$ cat src/rtl/stopwatch_ctrl.sv
// stopwatch_ctrl: pause/run/adjust controller for a MM:SS stopwatch.
// Debounces the pause button, sequences the PAUSED/RUN/ADJUST modes and
// issues one-cycle count/adjust enables plus digit blanking to the datapath.
// Optional feature: define STOPWATCH_CTRL_AUTOSTOP_EN to stop a down-count at 00:00.
module stopwatch_ctrl #(
    parameter int unsigned DEBOUNCE_CYCLES = 1000000
) (
    input  logic       clk,
    input  logic       RESET,
    input  logic       btn_pause,
    input  logic       tick_1hz,
    input  logic       tick_2hz,
    input  logic       tick_blink,
    input  logic       dir,
    input  logic       sel,
    input  logic       adj,
    input  logic       at_zero,
    output logic       cnt_en,
    output logic       cnt_down,
    output logic       adj_min_en,
    output logic       adj_sec_en,
    output logic       clr,
    output logic [3:0] blank_mask,
    output logic       running,
    output logic [1:0] state
);

    localparam int unsigned CNT_W = (DEBOUNCE_CYCLES > 1) ? $clog2(DEBOUNCE_CYCLES) : 1;
    localparam logic [CNT_W-1:0] CNT_LAST = CNT_W'(DEBOUNCE_CYCLES - 1);

    typedef enum logic [1:0] {
        PAUSED  = 2'b00,
        RUN     = 2'b01,
        ADJUST  = 2'b10,
        ILLEGAL = 2'b11
    } state_t;

    state_t           state_q;
    state_t           state_nx;
    logic [1:0]       sync_q;
    logic [1:0]       sync_vld_q;
    logic             deb_q;
    logic [CNT_W-1:0] deb_cnt_q;
    logic             press_q;
    logic             block_q;
    logic             phase_q;
    logic             phase_nx;
    logic             btn_sync;
    logic             autostop;

    assign btn_sync = sync_q[1];
    assign state    = state_q;

`ifdef STOPWATCH_CTRL_AUTOSTOP_EN
    // A down-count tick that would run past 00:00 pauses the watch instead.
    assign autostop = (state_q == RUN) && tick_1hz && dir && at_zero;
`else
    logic at_zero_unused;
    assign at_zero_unused = at_zero;
    assign autostop       = 1'b0;
`endif

    // Synchronize and debounce the button; emit one press pulse per accepted rising level.
    // block_q swallows the rise of a button held through reset until it has been seen released.
    always_ff @(posedge clk) begin
        if (RESET) begin
            sync_q     <= 2'b00;
            sync_vld_q <= 2'b00;
            deb_q      <= 1'b0;
            deb_cnt_q  <= '0;
            press_q    <= 1'b0;
            block_q    <= 1'b1;
        end else begin
            sync_q     <= {sync_q[0], btn_pause};
            sync_vld_q <= {sync_vld_q[0], 1'b1};
            press_q    <= 1'b0;
            if (btn_sync != deb_q) begin
                if (deb_cnt_q == CNT_LAST) begin
                    deb_q     <= btn_sync;
                    deb_cnt_q <= '0;
                    press_q   <= btn_sync & ~block_q;
                end else begin
                    deb_cnt_q <= deb_cnt_q + CNT_W'(1);
                end
            end else begin
                deb_cnt_q <= '0;
            end
            if (sync_vld_q[1] && !btn_sync && !deb_q) begin
                block_q <= 1'b0;
            end
        end
    end

    // Mode transitions: adj wins over press, press is ignored while adjusting.
    always_comb begin
        state_nx = state_q;
        case (state_q)
            PAUSED: begin
                if (adj)          state_nx = ADJUST;
                else if (press_q) state_nx = RUN;
            end
            RUN: begin
                if (adj)                      state_nx = ADJUST;
                else if (press_q || autostop) state_nx = PAUSED;
            end
            ADJUST: begin
                if (!adj) state_nx = PAUSED;
            end
            default: state_nx = PAUSED;
        endcase
    end

    // Blink phase toggles only while already in ADJUST and is zero in any other mode.
    always_comb begin
        phase_nx = 1'b0;
        if (state_nx == ADJUST) begin
            phase_nx = (state_q == ADJUST && tick_blink) ? ~phase_q : phase_q;
        end
    end

    // State register and all registered outputs, aligned to the new state.
    always_ff @(posedge clk) begin
        if (RESET) begin
            state_q    <= PAUSED;
            cnt_en     <= 1'b0;
            cnt_down   <= 1'b0;
            adj_min_en <= 1'b0;
            adj_sec_en <= 1'b0;
            clr        <= 1'b1;
            blank_mask <= 4'b0000;
            running    <= 1'b0;
            phase_q    <= 1'b0;
        end else begin
            state_q    <= state_nx;
            clr        <= 1'b0;
            cnt_en     <= (state_q == RUN) && tick_1hz && !autostop;
            cnt_down   <= dir;
            adj_min_en <= (state_q == ADJUST) && tick_2hz && !sel;
            adj_sec_en <= (state_q == ADJUST) && tick_2hz && sel;
            phase_q    <= phase_nx;
            running    <= (state_nx == RUN);
            if (state_nx == ADJUST && phase_nx) begin
                blank_mask <= sel ? 4'b0011 : 4'b1100;
            end else begin
                blank_mask <= 4'b0000;
            end
        end
    end

endmodule

$ cat config.mk
export PLATFORM = sky130hd
export DESIGN_NAME = stopwatch_ctrl
export DESIGN_NICKNAME = d
export VERILOG_FILES = /design/src/rtl/stopwatch_ctrl.sv
export SDC_FILE = /design/constraint.sdc
export NUM_CORES = 1
export LEC_CHECK = 0
export ABC_AREA = 0
export ABC_CLOCK_PERIOD_IN_PS = 3100
export CAP_MARGIN = 20
export CORE_MARGIN = 5
export CORE_UTILIZATION = 56
export DETAILED_ROUTE_END_ITERATION = 10
export PLACE_DENSITY = 0.86
export SLEW_MARGIN = 20
export SYNTH_ARGS = -nofsm -noshare
export SYNTH_HDL_FRONTEND = slang
export SYNTH_SLANG_ARGS = --single-unit
export TNS_END_PERCENT = 100
$ cat constraint.sdc
create_clock -name clk -period 3.1 [get_ports clk]
set_input_delay 0.62 -clock clk [delete_from_list [all_inputs] [get_ports clk]]
set_output_delay 0.62 -clock clk [all_outputs]
set_load 0.1 [all_outputs]
# After elaboration in Yosys (flattened, before gate mapping)
# Cells that the tools add are included.
[word_totals]
register_bits = 40
elab_cells = 56
output_inout_bits = 12
in_bits = 10
[classes]
eq_ne = 6
reduce_logical = 16
bitwise_logic = 6
n_addsub = 1
mux = 11
[ops]
columns = ["operator", "count"]
rows = [
  ["$add A20 B1 Y20 const B", 1],
  ["$eq A20 B20 Y1 const B", 1],
  ["$mux W2", 5],
  ["$logic_and A1 B1 Y1", 8],
  ["$pmux W2 S3", 1],
  ["$reduce_or A3 Y1", 2],
  ["$not A1 Y1", 5],
  ["$eq A2 B1 Y1 const B", 2],
  ["$eq A2 B2 Y1 const B", 2],
  ["$mux W1", 4],
  ["$mux W4", 1],
  ["$logic_not A1 Y1", 3],
  ["$logic_not A2 Y1", 1],
  ["$reduce_and A2 Y1", 1],
  ["$reduce_or A2 Y1", 1],
  ["$and A1 B1 Y1", 1],
  ["$ne A1 B1 Y1", 1],
]

# Logic depth before layout (Yosys ltp)
# Gate-level depths: netlist (run 1).
[depth]
depth_word = 8
depth_mapped = 6
depth_no_buf = 5

# Worst setup path after synthesis (run 1)
# Ideal clock, no wire load.
[synth_path]
path_kind = "register to output"
from = "reg blank_mask[1]"
to = "out blank_mask[1]"
setup_slack_ns = 1.124
stages_incl_launch_ff = 2
t_arrival_ns = 1.356
cell_sequence = "dfxtp_1 -> buf_4"
[synth_rtl]
columns = ["item", "line_no", "source"]
rows = [
  ["start, declared", "23", "output logic [3:0] blank_mask,"],
  ["start signal, assigned", "143", "blank_mask <= sel ? 4'b0011 : 4'b1100;"],
]
# No word-level cell between the ends.

# Worst setup path in the final report (run 1)
[layout_path]
from = "reg deb_cnt_q[0]"
to = "reg deb_cnt_q[2]"
[layout_between]
elab_chain_len = 2
[layout_lines]
columns = ["item", "line_no", "source"]
rows = [
  ["start, declared", "43", "logic [CNT_W-1:0] deb_cnt_q;"],
  ["start signal, assigned", "83", "deb_cnt_q <= deb_cnt_q + CNT_W'(1);"],
  ["parallel branches: the longest is 2 deep, another holds $add A20 B1 Y20", "-", ""],
]
# Several ways; the timed one is not identified.
# A chain may end at the register's enable or synchronous reset.

==> results of run 1 <==
[report_power, final]
group | switching [mW] | total (mW) | internal [mW]
logic | 0.0352 | 0.0535 | 0.0184
clock network | 0.158 | 0.325 | 0.167
registers | 0.00394 | 0.499 | 0.495
[cell usage in the layout, fill, tap and decap left out, drive strengths merged]
cell type / netlist / layout
o211ai: 1 / 1
inv: 8 / 8
dfxtp: 38 / 38
nand3b: 1 / 1
or4: 6 / 6
xnor2: 10 / 10
clkdlybuf4s50: 0 / 8
nor2b: 4 / 4
and3: 3 / 3
buf: 4 / 14
or3: 6 / 6
nor4: 2 / 2
nand4: 2 / 2
o21ai: 6 / 6
xor2: 3 / 3
nor4b: 2 / 2
bufinv: 0 / 1
nand2: 10 / 10
nand4b: 1 / 1
nor3: 6 / 6
clkbuf: 4 / 5
nand3: 8 / 8
ha: 1 / 1
a21oi: 9 / 9
nor2: 17 / 17
o31ai: 3 / 3
clkinv: 0 / 2
and2: 3 / 3
or2: 2 / 2
[routing by layer]
metal	global-route usage, %	vias up
met5	0	-
met4	11.5	0
met3	3.77	4
met2	28.4	40
met1	18.3	526
li1	-	587
[worst max-delay path, delay by kind of cell, from the launching register on]
family | cells | cell delay (ns)
buf+inv | 1 | 0.30
flops | 1 | 0.38
fa+ha+maj | 1 | 0.24
compound gates | 1 | 0.68
simple gates | 3 | 0.49
[through the flow]
stage	total power, mW	hold WS [ns]	worst slack [ns]
floorplan	0.544	0.414	1.12
global route	0.911	0.475	0.724
CTS	0.887	0.466	0.897
global placement	0.562	0.424	0.921
finish	0.878	0.459	0.892
detailed placement	0.564	0.430	0.872
[cells in the mapped netlist (6+ instances only)]
library cell  number
a21oi_1            9
dfxtp_1           38
inv_1              8
nand2_1           10
nand3_1            7
nor2_1            17
nor3_1             6
o21ai_0            6
or3_1              6
or4_1              6
xnor2_1           10
[logic make-up after synthesis]
family / share of synthesized area (%)
fa+ha+maj: 0.855
buf+inv: 4.79
xor+xnor: 7.78
compound gates: 7.19
simple gates: 27.4
flops: 52.0
[final cells by class]
cell class                      count  area, um^2
Sequential cell                    38         761
Fill cell                         187         754
Multi-Input combinational cell    106         632
Timing Repair Buffer               22         185
Clock inverter                      3        40.0
Clock buffer                        5        37.5
Tap cell                           30        37.5
Inverter                            8        30.0
[flip-flops by register name (all words and copies together) (netlist names), 2 cells and up]
| signal | cells |
|---|---|
| deb_cnt_q | 20 |
| blank_mask | 2 |
| state | 2 |
| sync_q | 2 |
| sync_vld_q | 2 |
[worst max path at each step]
stage                     to           from
6_report        deb_cnt_q[2]   deb_cnt_q[0]
4_1_cts         deb_cnt_q[2]   deb_cnt_q[0]
5_1_grt        deb_cnt_q[10]   deb_cnt_q[0]
2_1_floorplan  blank_mask[1]  blank_mask[1]
3_5_place_dp    deb_cnt_q[2]          RESET
3_3_place_gp    deb_cnt_q[4]          RESET
==> run summary, run 1 <==
Cell taking the most area after synthesis -> dfxtp_1
Input/output buffers -> 20
Crit-path max FO -> 11
Arrival @ worst endpoint -> 2.45 ns
Number of core rows -> 18
RSZ-0062 raised after global routing -> no
R2R depth -> 6
Reg2reg end -> deb_cnt_q[2]
Warnings from Yosys -> 0
IO Count -> 22
Share of the synthesized area in the top cell type -> 52.0%
Grt ovf -> 0
Layout cells sized above 1 -> 13.7%
Hold/Removal Path Class -> flop to flop
Max Cap Violations -> 0
Post-DRT Antenna Nets -> 0
H-tree Lvls -> 2
GRT Resource Usage Total -> 16.7%
Relative slew slack -> 45.4%
Synthesized area per cell -> 9.14 um^2
Vias in the first global route -> 1,080
Leakage -> 0.590 nW
Min-delay src -> block_q
DIE HEIGHT -> 61.1 um
RR Startpoint -> deb_cnt_q[0]
Die W -> 61.1 um
Core area -> 2480 um^2
Drt via density -> 5.46
Total number of vias -> 1,157
Main flop type after synthesis -> dfxtp_1
Count of flip-flops with a built-in enable after synthesis -> 0
Cts hold-fix bufs -> 0
Number of gates resized after CTS -> 0
Gpl congestion -> 0.750
DRC -> 0
Nets -> 192
Overall die area -> 3730 um^2
First-pass GRT wire length -> 4540 um
Worst Hold Depth -> 2
Ys async rst share -> 0%
Met2 routed WL -> 1350 um
TritonRoute pass-1 iters -> 5
Crit Path Class -> flop to flop
Peak supply drop -> 0.000643 V
ANT cells -> 0
Final WL -> 2740 um
Post-Synthesis Cell Area -> 1460 um^2
Worst-Skew Late Latency -> 0.34 ns
Least-Margin Pin Slew -> 0.815 ns
Root Driver -> clkbuf_4
Clock Tree Buf Depth -> 2
Max Slew Vio Count -> 0
Crit path time final -> 2.21 ns
Crit start category -> flop
Highest Signal Layer -> met4
Sequential-to-total area share from yosys stat -> 52.0%
Setup tns final -> 0 ns
Area growth, synth to finish -> 17.8%
CTS tree -> yes
Worst path slowest cell -> o211ai_1
Initial antenna violation count -> 0
Post-Place Cells -> 204
Hold path endpoint -> block_q
Crit-path cells -> ha_1 -> nand3_1 -> or2_2 -> o211ai_1 -> buf_4 -> nor2_1
Skew final -> 0.00657 ns
Metal-1 WL -> 1090 um
Dpl hpwl -> 1970 um
PwrDens -> 509 nW/um^2
Largest net degree at the start of global routing -> 13
Synthesized instance count -> 160
Initial core utilization -> 59.0%
FF+latch count, synth -> 38
Final Hold Vio Count -> 0
Required time worst endpoint -> 3.34 ns
Placed Instance Area -> 1650 um^2
Status -> finished clean
Clock sinks -> 38
Final Cycle Share -> 71.2%
Syn nets -> 171
Drt wl/cell -> 12.9 um
Total CTS buffers -> 5
Unique masters post-synth -> 28
Final Instance Area -> 1720 um^2
Final setup fails -> 0
Max Freq -> 453 MHz
Post-Route Utilization -> 69.5%
Cell Count, Final, Fillers Out -> 212
Main area contributors after synthesis -> dfxtp_1 52%, xnor2_1 6.0%, nor2_1 4.4%
Setup Fix Bufs, Post-CTS -> 0
Reg2Reg Setup Slack -> 0.89 ns
Critical Path Max Stage Delay -> 0.68 ns
1st-iter DRT viols -> 66
CTS clk-pin slew, worst paths -> 0.11 ns
Crit. End Element -> flop
Met3 Wirelength -> 276 um
Power figures use the tool's default switching activity.
==> run 2, diff against run 1 <==
--- a/config.mk
+++ b/config.mk
@@ -6,12 +6,12 @@
 export NUM_CORES = 1
 export LEC_CHECK = 0
 export ABC_AREA = 0
-export ABC_CLOCK_PERIOD_IN_PS = 3100
+export ABC_CLOCK_PERIOD_IN_PS = 1900
 export CAP_MARGIN = 20
 export CORE_MARGIN = 5
-export CORE_UTILIZATION = 56
+export CORE_UTILIZATION = 47
 export DETAILED_ROUTE_END_ITERATION = 10
-export PLACE_DENSITY = 0.86
+export PLACE_DENSITY = 0.78
 export SLEW_MARGIN = 20
 export SYNTH_ARGS = -nofsm -noshare
 export SYNTH_HDL_FRONTEND = slang
==> constraint.sdc (replaced) <==
create_clock -name clk -period 1.9 [get_ports clk]
set_input_delay 0.38 -clock clk [delete_from_list [all_inputs] [get_ports clk]]
set_output_delay 0.38 -clock clk [all_outputs]
set_load 0.1 [all_outputs]
==> run 2 against run 1 <==
Compared with the run above: cell area grew 6.9%; combinational power up 71%; clock skew grew 0.0022 ns; clock-buffer cell count up 3; flip-flop and latch count did not move; core utilization fell by 8.7 points; worst hold slack got worse by 0.011 ns; clock power increased by 55%; via count rose by 0.86%; non-clock buffer count grew 9; final cell count increased by 11%; setup slack worse by 0.78 ns; largest power group unchanged.
==> run summary, run 2 (synthesis gave the netlist of run 1 again) <==
Max reg flops -> 20
Grt ovf -> 0
Grt met2 use -> 27.0%
Peak supply drop -> 0.000562 V
Multi-input gate area -> 639 um^2
PwrDens -> 766 nW/um^2
Most Used Layer, Global Route -> met2
Area growth, synth to finish -> 25.9%
Total CTS buffers -> 5
Layout cells sized above 1 -> 18.8%
Leakage -> 0.643 nW
Filler cells -> 268
Largest net degree at the start of global routing -> 13
Skew final -> 0.00873 ns
Post-Route Utilization -> 60.8%
Most frequent cells in the layout -> 38 x dfxtp_1, 21 x buf_4, 17 x nor2_1, 10 x nand2_1, 10 x xnor2_1
H-tree Lvls -> 2
Input/output buffers -> 20
Worst-Skew Late Latency -> 0.34 ns
Switch Pwr -> 316 uW
Final Hold Vio Count -> 0
Clk pwr share -> 35.8%
DRC -> 0
Relative slew slack -> 80.9%
Root Driver -> clkbuf_4
Drt wl/cell -> 12.1 um
Drt via density -> 4.97
IO Count -> 22
Clock Tree Buf Depth -> 2
ANT cells -> 0
Hold/Removal Path Class -> flop to flop
Register area -> 761 um^2
TritonRoute pass-1 iters -> 4
Min Hold Slack -> 0.447 ns
Max Freq -> 559 MHz
CTS clk-pin slew, worst paths -> 0.11 ns
Crit start category -> flop
Final setup fails -> 0
Arrival @ worst endpoint -> 2.07 ns
Max Cap Violations -> 0
Vias in the first global route -> 1,171
Crit-path max FO -> 8
GRT Resource Usage Total -> 14.3%
Sw Ratio -> 22.4%
DIE HEIGHT -> 65.8 um
Final Cycle Share -> 94.1%
Top reg by flops -> deb_cnt_q
Clock sinks -> 38
GR Util met1 -> 12.7%
Nets -> 201
Post-DRT Antenna Nets -> 0
Die W -> 65.8 um
First-pass GRT wire length -> 4680 um
Number of core rows -> 20
RSZ-0062 raised after global routing -> yes
Initial core utilization -> 48.3%
Most common cell after layout, fill and taps aside -> dfxtp_1
Total number of vias -> 1,167
Crit. End Element -> flop
Required time worst endpoint -> 2.18 ns
CTS tree -> yes
Core area -> 3030 um^2
Gpl congestion -> 0.756
Crit Path Class -> flop to flop
Dpl hpwl -> 2120 um
Max Slew Vio Count -> 0
Least-Margin Pin Slew -> 0.282 ns
Status -> finished clean
Initial antenna violation count -> 0
Comb power frac -> 6.5%
Final WL -> 2830 um
M3 GR Usage -> 5.95%
Int Power -> 1.09 mW
1st-iter DRT viols -> 41
Crit path time final -> 1.79 ns
Overall die area -> 4330 um^2
Flop pwr share -> 57.7%
-- run 2: worst max-delay path, cell delays in order (launching register included) --
cell	delay, ns
dfxtp_1	0.39
nand3_1	0.17
or4_4	0.61
or4_1	0.42
a21oi_1	0.14
-- run 2: through the flow --
stage / total power, mW / worst slack, ns / setup TNS, ns / cells / instance area [um^2]
3_5_place_dp: 0.924 / -0.0427 / -0.0427 / 226 / 1750
3_3_place_gp: 0.922 / 0.0800 / 0 / 226 / 1750
4_1_cts: 1.43 / 0.0187 / 0 / 234 / 1830
5_1_grt: 1.47 / -0.0114 / -0.0158 / 235 / 1840
2_1_floorplan: 0.887 / 0.0420 / 0 / 160 / 1460
6_report: 1.41 / 0.112 / 0 / 235 / 1840
-- run 2: final timing paths --
path	from	endpoint	slack (ns)	depth (start not counted)
worst min-delay path	sync_vld_q[0]	sync_vld_q[1]	0.45	1
worst max register to register	deb_cnt_q[8]	deb_cnt_q[17]	0.11	4
worst min register to register	sync_vld_q[0]	sync_vld_q[1]	0.45	1
worst max-delay path	deb_cnt_q[8]	deb_cnt_q[17]	0.11	4
-- run 2: layer usage --
| metal | up-vias | routed length (um) |
|---|---|---|
| met5 | - | 0 |
| met4 | 0 | 68 |
| met3 | 7 | 156 |
| met2 | 19 | 1480 |
| met1 | 540 | 1130 |
| li1 | 601 | - |
-- run 2: area by class of cell --
class / instances / area share, %
repair buffers: 31 / 15.1
flip-flops and latches: 38 / 41.3
clock buffers: 8 / 4.28
well taps: 44 / 2.99
inverters: 8 / 1.63
multi-input cells: 106 / 34.7
-- run 2: power groups by stage --
stage | registers, mW | logic [mW] | clock network [mW]
finish | 0.814 | 0.0917 | 0.505
global route | 0.815 | 0.0971 | 0.558
CTS | 0.814 | 0.0923 | 0.520
detailed placement | 0.832 | 0.0920 | 0
global placement | 0.832 | 0.0904 | 0
floorplan | 0.865 | 0.0224 | 0
-- run 2: what timing repair did --
| item | in CTS | in global routing |
|---|---|---|
| pin swaps | 0 | 3 |
| setup endpoints to repair | 1 | 5 |
| gates resized for setup | 1 | 1 |
| hold buffers | 0 | 0 |
| buffers inserted | 0 | 1 |
==> run 3, diff against run 2 <==
--- a/config.mk
+++ b/config.mk
@@ -12,7 +12,7 @@
 export CORE_UTILIZATION = 47
 export DETAILED_ROUTE_END_ITERATION = 10
 export PLACE_DENSITY = 0.78
-export SLEW_MARGIN = 20
+export SLEW_MARGIN = 0
 export SYNTH_ARGS = -nofsm -noshare
 export SYNTH_HDL_FRONTEND = slang
 export SYNTH_SLANG_ARGS = --single-unit
==> results of run 3 <==
Same layout as run 2: the final DEF is identical, and so are final timing and power.
